File: src/rtl/alu_pipe_responder.sv
// Two-stage pipelined ALU responder: stage 1 captures {opcode,a,b}, stage 2 registers the result.
// Both stages advance on a shared ready chain so the consumer can apply full backpressure.
package alu_pipe_pkg;
  typedef enum logic [1:0] {
    ADD            = 2'd0,
    SUB            = 2'd1,
    BITWISE_INVERT = 2'd2,
    REDUCTION_OR   = 2'd3
  } opcode_e;
endpackage

module alu_pipe_responder
  import alu_pipe_pkg::*;
#(
  parameter int WIDTH     = 4,
  parameter int CNT_WIDTH = 16
) (
  input  logic                 clk,
  input  logic                 rst,
  input  logic                 req_valid,
  output logic                 req_ready,
  input  opcode_e              opcode,
  input  logic [WIDTH-1:0]     a,
  input  logic [WIDTH-1:0]     b,
  output logic                 rsp_valid,
  input  logic                 rsp_ready,
  output logic [WIDTH-1:0]     c,
  output logic                 carry,
  output opcode_e              rsp_opcode,
  output logic [CNT_WIDTH-1:0] op_count
);

  localparam logic [CNT_WIDTH-1:0] CNT_MAX = '1;

  logic                 s1_valid_reg;
  opcode_e              s1_opcode_reg;
  logic [WIDTH-1:0]     s1_a_reg;
  logic [WIDTH-1:0]     s1_b_reg;
  logic                 s2_valid_reg;
  logic [WIDTH-1:0]     c_reg;
  logic                 carry_reg;
  opcode_e              rsp_opcode_reg;
  logic [CNT_WIDTH-1:0] op_count_reg;

  logic             s2_adv;
  logic             s1_adv;
  logic             req_fire;
  logic             rsp_fire;
  logic [WIDTH:0]   res_next;

  // Ready chain: stage 2 frees when empty or drained; stage 1 frees when empty or can pass on.
  assign s2_adv    = !s2_valid_reg || rsp_ready;
  assign s1_adv    = s1_valid_reg && s2_adv;
  assign req_ready = !s1_valid_reg || s2_adv;
  assign req_fire  = req_valid && req_ready;
  assign rsp_fire  = s2_valid_reg && rsp_ready;

  // Execute on WIDTH+1 bits so the top bit is carry for ADD and borrow for SUB.
  always_comb begin
    res_next = '0;
    case (s1_opcode_reg)
      SUB:            res_next = {1'b0, s1_a_reg} - {1'b0, s1_b_reg};
      BITWISE_INVERT: res_next = {1'b0, ~s1_a_reg};
      REDUCTION_OR:   res_next = {{WIDTH{1'b0}}, |s1_b_reg};
      default:        res_next = {1'b0, s1_a_reg} + {1'b0, s1_b_reg};
    endcase
  end

  always_ff @(posedge clk) begin
    if (rst) begin
      s1_valid_reg  <= 1'b0;
      s1_opcode_reg <= ADD;
      s1_a_reg      <= '0;
      s1_b_reg      <= '0;
    end else if (req_fire) begin
      s1_valid_reg  <= 1'b1;
      s1_opcode_reg <= opcode;
      s1_a_reg      <= a;
      s1_b_reg      <= b;
    end else if (s1_adv) begin
      s1_valid_reg  <= 1'b0;
    end
  end

  // Result registers only load on advance, so c holds its last value once the pipe empties.
  always_ff @(posedge clk) begin
    if (rst) begin
      s2_valid_reg   <= 1'b0;
      c_reg          <= '0;
      carry_reg      <= 1'b0;
      rsp_opcode_reg <= ADD;
    end else if (s1_adv) begin
      s2_valid_reg   <= 1'b1;
      c_reg          <= res_next[WIDTH-1:0];
      carry_reg      <= res_next[WIDTH];
      rsp_opcode_reg <= s1_opcode_reg;
    end else if (rsp_ready) begin
      s2_valid_reg   <= 1'b0;
    end
  end

  always_ff @(posedge clk) begin
    if (rst) begin
      op_count_reg <= '0;
    end else if (rsp_fire && (op_count_reg != CNT_MAX)) begin
      op_count_reg <= op_count_reg + 1'b1;
    end
  end

  assign rsp_valid  = s2_valid_reg;
  assign c          = c_reg;
  assign carry      = carry_reg;
  assign rsp_opcode = rsp_opcode_reg;
  assign op_count   = op_count_reg;

endmodule

File: config.mk
export PLATFORM = sky130hd
export DESIGN_NAME = alu_pipe_responder
export DESIGN_NICKNAME = d
export VERILOG_FILES = /design/src/rtl/alu_pipe_responder.sv
export SDC_FILE = /design/constraint.sdc
export NUM_CORES = 1
export LEC_CHECK = 0
export ABC_AREA = 1
export CAP_MARGIN = 10
export CORE_MARGIN = 2
export CORE_UTILIZATION = 50
export CTS_BUF_LIST = sky130_fd_sc_hd__clkbuf_8 sky130_fd_sc_hd__clkbuf_16
export DETAILED_ROUTE_END_ITERATION = 8
export GPL_TIMING_DRIVEN = 0
export PLACE_DENSITY = 0.9
export SYNTH_ARGS = -nofsm -noshare
export SYNTH_HDL_FRONTEND = slang
export SYNTH_SLANG_ARGS = --single-unit
File: constraint.sdc
create_clock -name clk -period 2.6 [get_ports clk]
set_input_delay 0.26 -clock clk [delete_from_list [all_inputs] [get_ports clk]]
set_output_delay 0.26 -clock clk [all_outputs]
set_load 0.01 [all_outputs]
## Yosys cells after proc, flatten, opt, wreduce, memory -nomap -nowiden

Index checks and enable logic that the tools add are counted.

| cells by class | value |
|---|---|
| bitwise operators | 1 |
| reduce and logical (&&, ||, !) cells | 11 |
| add/subtract/negate cells | 3 |
| equality and inequality tests | 4 |
| muxes and demuxes | 5 |

Operator list:

| kind | count |
|---|---|
| 16-bit by 1-bit adder with 16-bit output, second input constant | 1 |
| 16-bit != test, second input constant | 1 |
| 5-bit case mux with 3 select lines | 1 |
| 4-bit by 4-bit adder with 5-bit output | 1 |
| 4-bit by 4-bit subtractor with 5-bit output | 1 |
| 2-bit equality test, second input constant | 2 |
| 1-bit logical AND | 4 |
| 1-bit two-way mux | 4 |
| 4-bit inverter | 1 |
| 2-bit nonzero test | 2 |
| 4-bit OR reduction | 1 |
| 2-bit by 1-bit equality test with 1-bit output, second input constant | 1 |
| 1-bit logical NOT | 2 |
| 1-bit logical OR | 2 |

| storage, ports and cells | value |
|---|---|
| word-level logic and storage cells | 33 |
| output and inout port bits | 25 |
| bits of input ports | 14 |
| bits in registers | 35 |

## Logic depth before layout (Yosys ltp)

Gate-level depths: netlist of run 1.

| logic depth | value |
|---|---|
| depth in word-level cells | 5 |
| mapped depth | 12 |
| gate-level depth less buffers | 12 |

## Worst setup path before layout of run 1

No wires, ideal clock.

| timing path | value |
|---|---|
| path kind | flip-flop to flip-flop |
| start point | reg s1_opcode_reg[1] |
| end point | reg c_reg[3], in the netlist c[3] |
| data arrival time | 1.727 ns |
| buffers on the path | 1 |
| required time | 2.481 ns |
| period minus slack after synthesis | 1.846 ns |
| cell stages (with the launch flop) | 11 |
| setup time | 0.119 ns |
| slack | 0.754 ns |
| cells stage by stage | dfxtp_1 > buf_2 > nor2_1 > nor2_1 > xor2_1 > ha_1 > a21oi_1 > nand2_1 > or2_2 > nand3_1 > a21oi_1 |

| between the ends | value |
|---|---|
| cells in the longest elaborated chain, start to end | 2 |
| elaborated cells on any way between the ends | 4 |
| classes of those cells | eq/ne (3); mux (1) |

Ends and longest elaborated chain:

| item | RTL line | text |
|---|---|---|
| from (decl) | 36 | `opcode_e s1_opcode_reg;` |
| from (signal assigned) | 77 | `s1_opcode_reg <= opcode;` |
| 2-bit equality test / 2-bit by 1-bit equality test with 1-bit output (equally long branches) | 61 | `case (s1_opcode_reg)` |
| 5-bit case mux with 3 select lines (*) | 61 |  |
| to (signal assigned) | 94 | `c_reg <= res_next[WIDTH-1:0];` |
| to (decl) | 40 | `logic [WIDTH-1:0] c_reg;` |

Every way passes the cells marked *; elsewhere a longest branch is shown, timed or not.
A chain may end at the register's enable or synchronous reset.

## Worst setup path in the final report of run 1

Ends and elaborated chain as after synthesis.

==> impl_metrics.ini, run 1 <==
[logic_synthesis]
yosys.area_share.simple_pct = 29.58
yosys_warnings = 0
synth.distinct_cells = 26
ys_seq_area_share_pct = 38.25
synth_compound_area_share_pct = 15.10
synth_cells = 263
synth_mux_area_share_pct = 0
synth_top_family_by_area = simple AND/OR/NAND/NOR gates
syn_area_per_cell_um2 = 6.965
syn_nets = 284
synthXorXnorAreaFrac_pct = 4.303
ys_ff_latch = 35
syn_area_mm2 = 0.001832
synth_fa_ha_area_share_pct = 5.191

[pwr]
p_leak_nw = 0.9228
p_per_area_mw_per_mm2 = 492.9
peakVddDrop_mv = 0.3827

[sta]
hold_violations = 0
fin_skew_ns = 0.007410
finalHoldWorstSlack_ns = 0.2550
report.final.slew_viol_count = 0
setup_slack_ns = 0.5259
maxSlewHeadroom_pct = 69.12
fin_crit_sh_pct = 79.77
worst_pin_slew_ns = 0.4632
rsz0062_at_grt = no
fin_crit_ns = 2.074
setup_tns_ns = 0
maxClockFrequency_ghz = 0.4821
setup_viol = 0

[placed_design]
routabilityCongestion = 0.8208
port_buffers = 37
hpwl_mm = 3.055
dp_slack_ns = 0.5760
dpl.cell_count = 346

[worst_setup_path]
cp_max_fo = 9
cp_slowest_cell = ha_1
worstPathCellList = buf_2 -> nor2_1 -> nor2_1 -> xor2_1 -> ha_1 -> a21oi_1 -> nand2_1 -> or2_2 -> nand3_1 -> a21oi_1
critPathArrivalTime_ns = 2.25
crit_path_end_kind = flip-flop
cp.required_ns = 2.78
slowest_delay_ns = 0.34
path_class = reg -> reg
cp_num_buf_inv = 1
crit_family = simple AND/OR/NAND/NOR gates
start_kind = flip-flop

[cts]
post_cts_buffers = 0
cts_hold_buf = 0
cts.reportedPaths.clkPinSlew_ns = 0.07
clockBufferDepth = 2
cts_resized = 0
clock_tree.root_cell = clkbuf_8
cts.htree.levels = 2
cts_tree = done
clock_latency_ns = 0.30
clkSinkCount = 35
cts_made_buffers = 5

[die]
die_w_um = 64.53
coreArea_mm2 = 0.003416
die_y_um = 64.53
boundaryPins = 39
initial_core_util_pct = 53.63
rows = 21
fp.dieArea_mm2 = 0.004163

[detailed_routing]
drc = 0
post_drt_wl_per_cell_um = 11.76
firstDrtPassIters = 4
vias = 1866
ant_nets = 0
vias_per_cell = 5.271
drt-total-wl_mm = 4.162
drt_iter0_drc = 131
wl_met1_mm = 1.722
wl_met3_um = 196
routed.top_layer = met4
dr_wl_met2_mm = 2.173

[min_path]
worstHoldPathType = in -> reg

[finish]
drive_gt1_share_pct = 8.117
area_growth_pct = 27.94
fin_cells = 354
largest_reg_flops = 16
final_nets = 328
final_util_pct = 68.61
diodes = 0

[run_status]
status = complete, no violations

[grt]
grt_first_pass_wirelength_mm = 6.913
antenna_found_initial = 0
grt_pass1_vias = 1669
grt_max_degree = 12
grt_usage_pct = 21.34
overflow = 0

[job]
maxCapViolCount = 0
power breakdown:
group | total, W | leakage (nW) | switching [W] | internal (W)
combinational | 0.000198 | 0.589 | 0.000108 | 0.0000896
sequential | 0.000573 | 0.286 | 0.0000132 | 0.000559
clock | 0.000385 | 0.0477 | 0.000201 | 0.000183
total | 0.00116 | 0.923 | 0.000323 | 0.000832
Yosys cell counts:
library cell,n,area share (%)
nor2_4,1,0.61
nand2_2,3,1.0
clkbuf_1,2,0.41
or2_2,1,0.34
nor2_1,30,6.1
nand3_1,17,4.6
clkinv_1,1,0.20
o211ai_1,1,0.41
buf_6,1,0.61
buf_2,3,0.82
nand4_1,6,2.0
xnor2_1,3,1.4
a21oi_1,29,7.9
nor2_2,4,1.4
nand2_1,62,13
fa_1,1,1.1
xor2_1,6,2.9
nor3b_1,1,0.41
inv_1,24,4.9
dfxtp_1,35,38
nor3_1,1,0.27
o21ai_0,19,5.2
a31oi_1,2,0.68
inv_2,3,0.61
o21ai_4,1,0.89
ha_1,6,4.1
metal layers:
layer	GRT usage (%)	vias up
met4	10.64	0
li1	-	943
met5	0	-
met2	39.19	44
met3	5.903	8
met1	22.15	871
layout by cell type (no fill, tap or decap):
cell,netlist,layout
ha_1,6,6
clkbuf_1,2,2
o21ai_0,19,19
nand3_1,17,17
nand4_1,6,6
buf_6,1,1
xor2_1,6,6
inv_1,24,24
or2_2,1,1
clkinv_2,0,3
nor2_1,30,30
nand2_2,3,3
nor2_4,1,1
inv_2,3,3
nor3_1,1,1
o211ai_1,1,1
fa_1,1,1
nor3b_1,1,1
clkinv_1,1,1
clkbuf_8,0,5
clkdlybuf4s50_1,0,37
o21ai_4,1,1
a21oi_1,29,29
nand2_1,62,62
nor2_2,4,4
buf_2,3,3
xnor2_1,3,3
dfxtp_1,35,35
a31oi_1,2,2
final timing paths:
path	depth (start not counted)	to	from	slack (ns)
setup / recovery	10	c[3]	s1_opcode_reg[1]	0.53
hold / removal	2	op_count[1]	rst	0.26
setup reg to reg	10	c[3]	s1_opcode_reg[1]	0.53
hold reg to reg	2	carry	carry	0.47
worst reg2reg max path, cell delays in order, from the launching register on:
cell,delay [ns]
dfxtp_1,0.29
buf_2,0.16
nor2_1,0.25
nor2_1,0.08
xor2_1,0.15
ha_1,0.34
a21oi_1,0.18
nand2_1,0.09
or2_2,0.27
nand3_1,0.07
a21oi_1,0.07
kinds of logic after synthesis:
group	after synthesis
flip-flops	35
XOR/XNOR	9
AO/OA/AOI/OAI	52
buffers and inverters	34
AND/OR/NAND/NOR	126
adder cells (fa/ha/maj)	7
final cells by class:
cell class / count / area, um2
clock buffer: 5 / 68.82
multi-input combinational: 194 / 992.2
tap: 46 / 57.56
buffer: 6 / 33.78
sequential: 35 / 700.7
fill: 324 / 1072
inverter: 28 / 105.1
clock inverter: 3 / 15.01
timing repair buffer: 37 / 370.4
per-stage QoR:
| step | power [W] | area (um2) |
|---|---|---|
| 2_1_floorplan | 0.0007074 | 1832 |
| 3_3_place_gp | 0.0007711 | 2260 |
| 3_5_place_dp | 0.0007805 | 2260 |
| 4_1_cts | 0.001167 | 2344 |
| 5_1_grt | 0.001219 | 2344 |
| 6_report | 0.001155 | 2344 |
Note: power is estimated with default switching activity, not from simulation.
==> run 2: changes to the inputs <==
Settings changed: CORE_UTILIZATION 50 to 45, PLACE_DENSITY 0.9 to 0.86.
Clock period 2.6 ns to 1.9 ns, I/O delays scaled along.
==> impl_metrics.ini, run 2 (synthesized netlist as in run 1, its figures left out) <==
[placed_design]
routabilityCongestion = 0.8446
port_buffers = 37
dpl.cell_count = 350
hpwl_mm = 3.070

[finish]
final_cell_mix = nand2_1 (62), clkdlybuf4s50_1 (37), dfxtp_1 (32), nor2_1 (28), a21oi_1 (27)
diodes = 0
final_nets = 331
fin_cells = 361
final_common_cell = nand2_1
drive_gt1_share_pct = 13.18
area_growth_pct = 35.31
largest_reg_flops = 16

[cts]
cts_made_buffers = 5
clkSinkCount = 35
cts.reportedPaths.clkPinSlew_ns = 0.08
cts.htree.levels = 2
cts_tree = done
clockBufferDepth = 2
clock_latency_ns = 0.30
cts_hold_buf = 0
clock_tree.root_cell = clkbuf_8

[sta]
worst_pin_slew_ns = 0.4644
fin_skew_ns = 0.009371
finalHoldWorstSlack_ns = 0.2039
setup_viol = 0
maxClockFrequency_ghz = 0.5391
hold_violations = 0
report.final.slew_viol_count = 0
fin_crit_ns = 1.855
rsz0062_at_grt = yes
fin_crit_sh_pct = 97.63
maxSlewHeadroom_pct = 69.04

[detailed_routing]
drt_iter0_drc = 96
firstDrtPassIters = 4
drt-total-wl_mm = 4.411
vias = 1847
vias_per_cell = 5.116
drc = 0
post_drt_wl_per_cell_um = 12.22
ant_nets = 0

[worst_setup_path]
path_common_cell = nand2_1
start_kind = flip-flop
worstPathCellList = buf_6 -> nor2_4 -> buf_4 -> o21ai_1 -> fa_2 -> nand2_1 -> nand2_1 -> nand2_1 -> nand2_1 -> nand2_1 -> nand3_1 -> a21oi_1
path_class = reg -> reg
reg2reg_slack_ns = 0.05
crit_family = simple AND/OR/NAND/NOR gates
cp.required_ns = 2.14
cp_max_fo = 4
cp_num_buf_inv = 2
slowest_delay_ns = 0.37
cp_slowest_cell = fa_2
crit_path_end_kind = flip-flop
critPathArrivalTime_ns = 2.09

[grt]
grt_usage_pct = 20.01
grt_pass1_vias = 1620
antenna_found_initial = 0
overflow = 0
grt_max_degree = 13
grt_first_pass_wirelength_mm = 6.844

[pwr]
p_leak_nw = 0.9611
p_per_area_mw_per_mm2 = 772.7
peakVddDrop_mv = 0.6113

[min_path]
worstHoldPathType = in -> reg

[die]
initial_core_util_pct = 46.12
rows = 23
die_y_um = 67.80
die_w_um = 67.80
fp.dieArea_mm2 = 0.004597
coreArea_mm2 = 0.003971
boundaryPins = 39

[run_status]
status = complete, no violations

[job]
maxCapViolCount = 0
run 2: cell types whose count changed in the layout (fill, tap and decap cells not counted), moves of 3 or more:
cell / delta
inv_1: -3
buf_4: +3
dfxtp_1: -3
dfxtp_2: +3
clkinv_2: -3
inv_2: +3
run 2: per-stage QoR:
stage | setup TNS [ns] | setup slack (ns) | power, W | util, % | instance area, um2
after floorplan | 0 | 0.05377 | 0.0009680 | - | 1832
final | 0 | 0.04502 | 0.001915 | 62.41 | 2479
after CTS | 0 | 0.01289 | 0.001897 | 61.25 | 2432
after detailed placement | -0.1823 | -0.1227 | 0.001065 | 57.03 | 2265
after global routing | -0.1020 | -0.05902 | 0.001991 | 62.41 | 2479
after global placement | -0.1039 | -0.07010 | 0.001056 | 57.03 | 2265
run 2: where the power goes:
group / internal (W) / switching [W] / total [W]
sequential: 0.000766 / 0.0000197 / 0.000786
combinational: 0.000144 / 0.000170 / 0.000314
clock: 0.000523 / 0.000292 / 0.000816
total: 0.00143 / 0.000482 / 0.00192
run 2: worst paths after layout:
check / start / to / cells after the start
worst max-delay path: s1_opcode_reg[1] / carry / 12
worst min-delay path: rst / c[3] / 2
worst max register to register: s1_opcode_reg[1] / carry / 12
worst min register to register: carry / carry / 2
run 2: cell type report:
type	instances	area [um2]
Buffer	6	40.04
Inverter	28	105.1
Clock buffer	5	68.82
Clock inverter	3	67.56
Sequential cell	35	704.4
Timing Repair Buffer	40	392.9
Tap cell	50	62.56
Multi-Input combinational cell	194	1037
Fill cell	361	1493
run 2: what timing repair did:
item,in CTS,in global routing
pin swaps,5,7
resized for setup,12,8
hold endpoints to repair,0,0
buffers inserted,1,2
endpoints found under the setup margin,2,2
run 2: metal layers:
metal | track usage [%] | wire length, um
met5 | 0 | 0
met2 | 35.91 | 2315
met3 | 5.000 | 176
met1 | 23.13 | 1867
met4 | 6.500 | 51
run 2: worst register-to-register path, stage by stage (launching register included):
cell	delay [ns]
dfxtp_1	0.32
buf_6	0.13
nor2_4	0.15
buf_4	0.14
o21ai_1	0.09
fa_2	0.37
nand2_1	0.08
nand2_1	0.06
nand2_1	0.10
nand2_1	0.07
nand2_1	0.06
nand3_1	0.09
a21oi_1	0.14
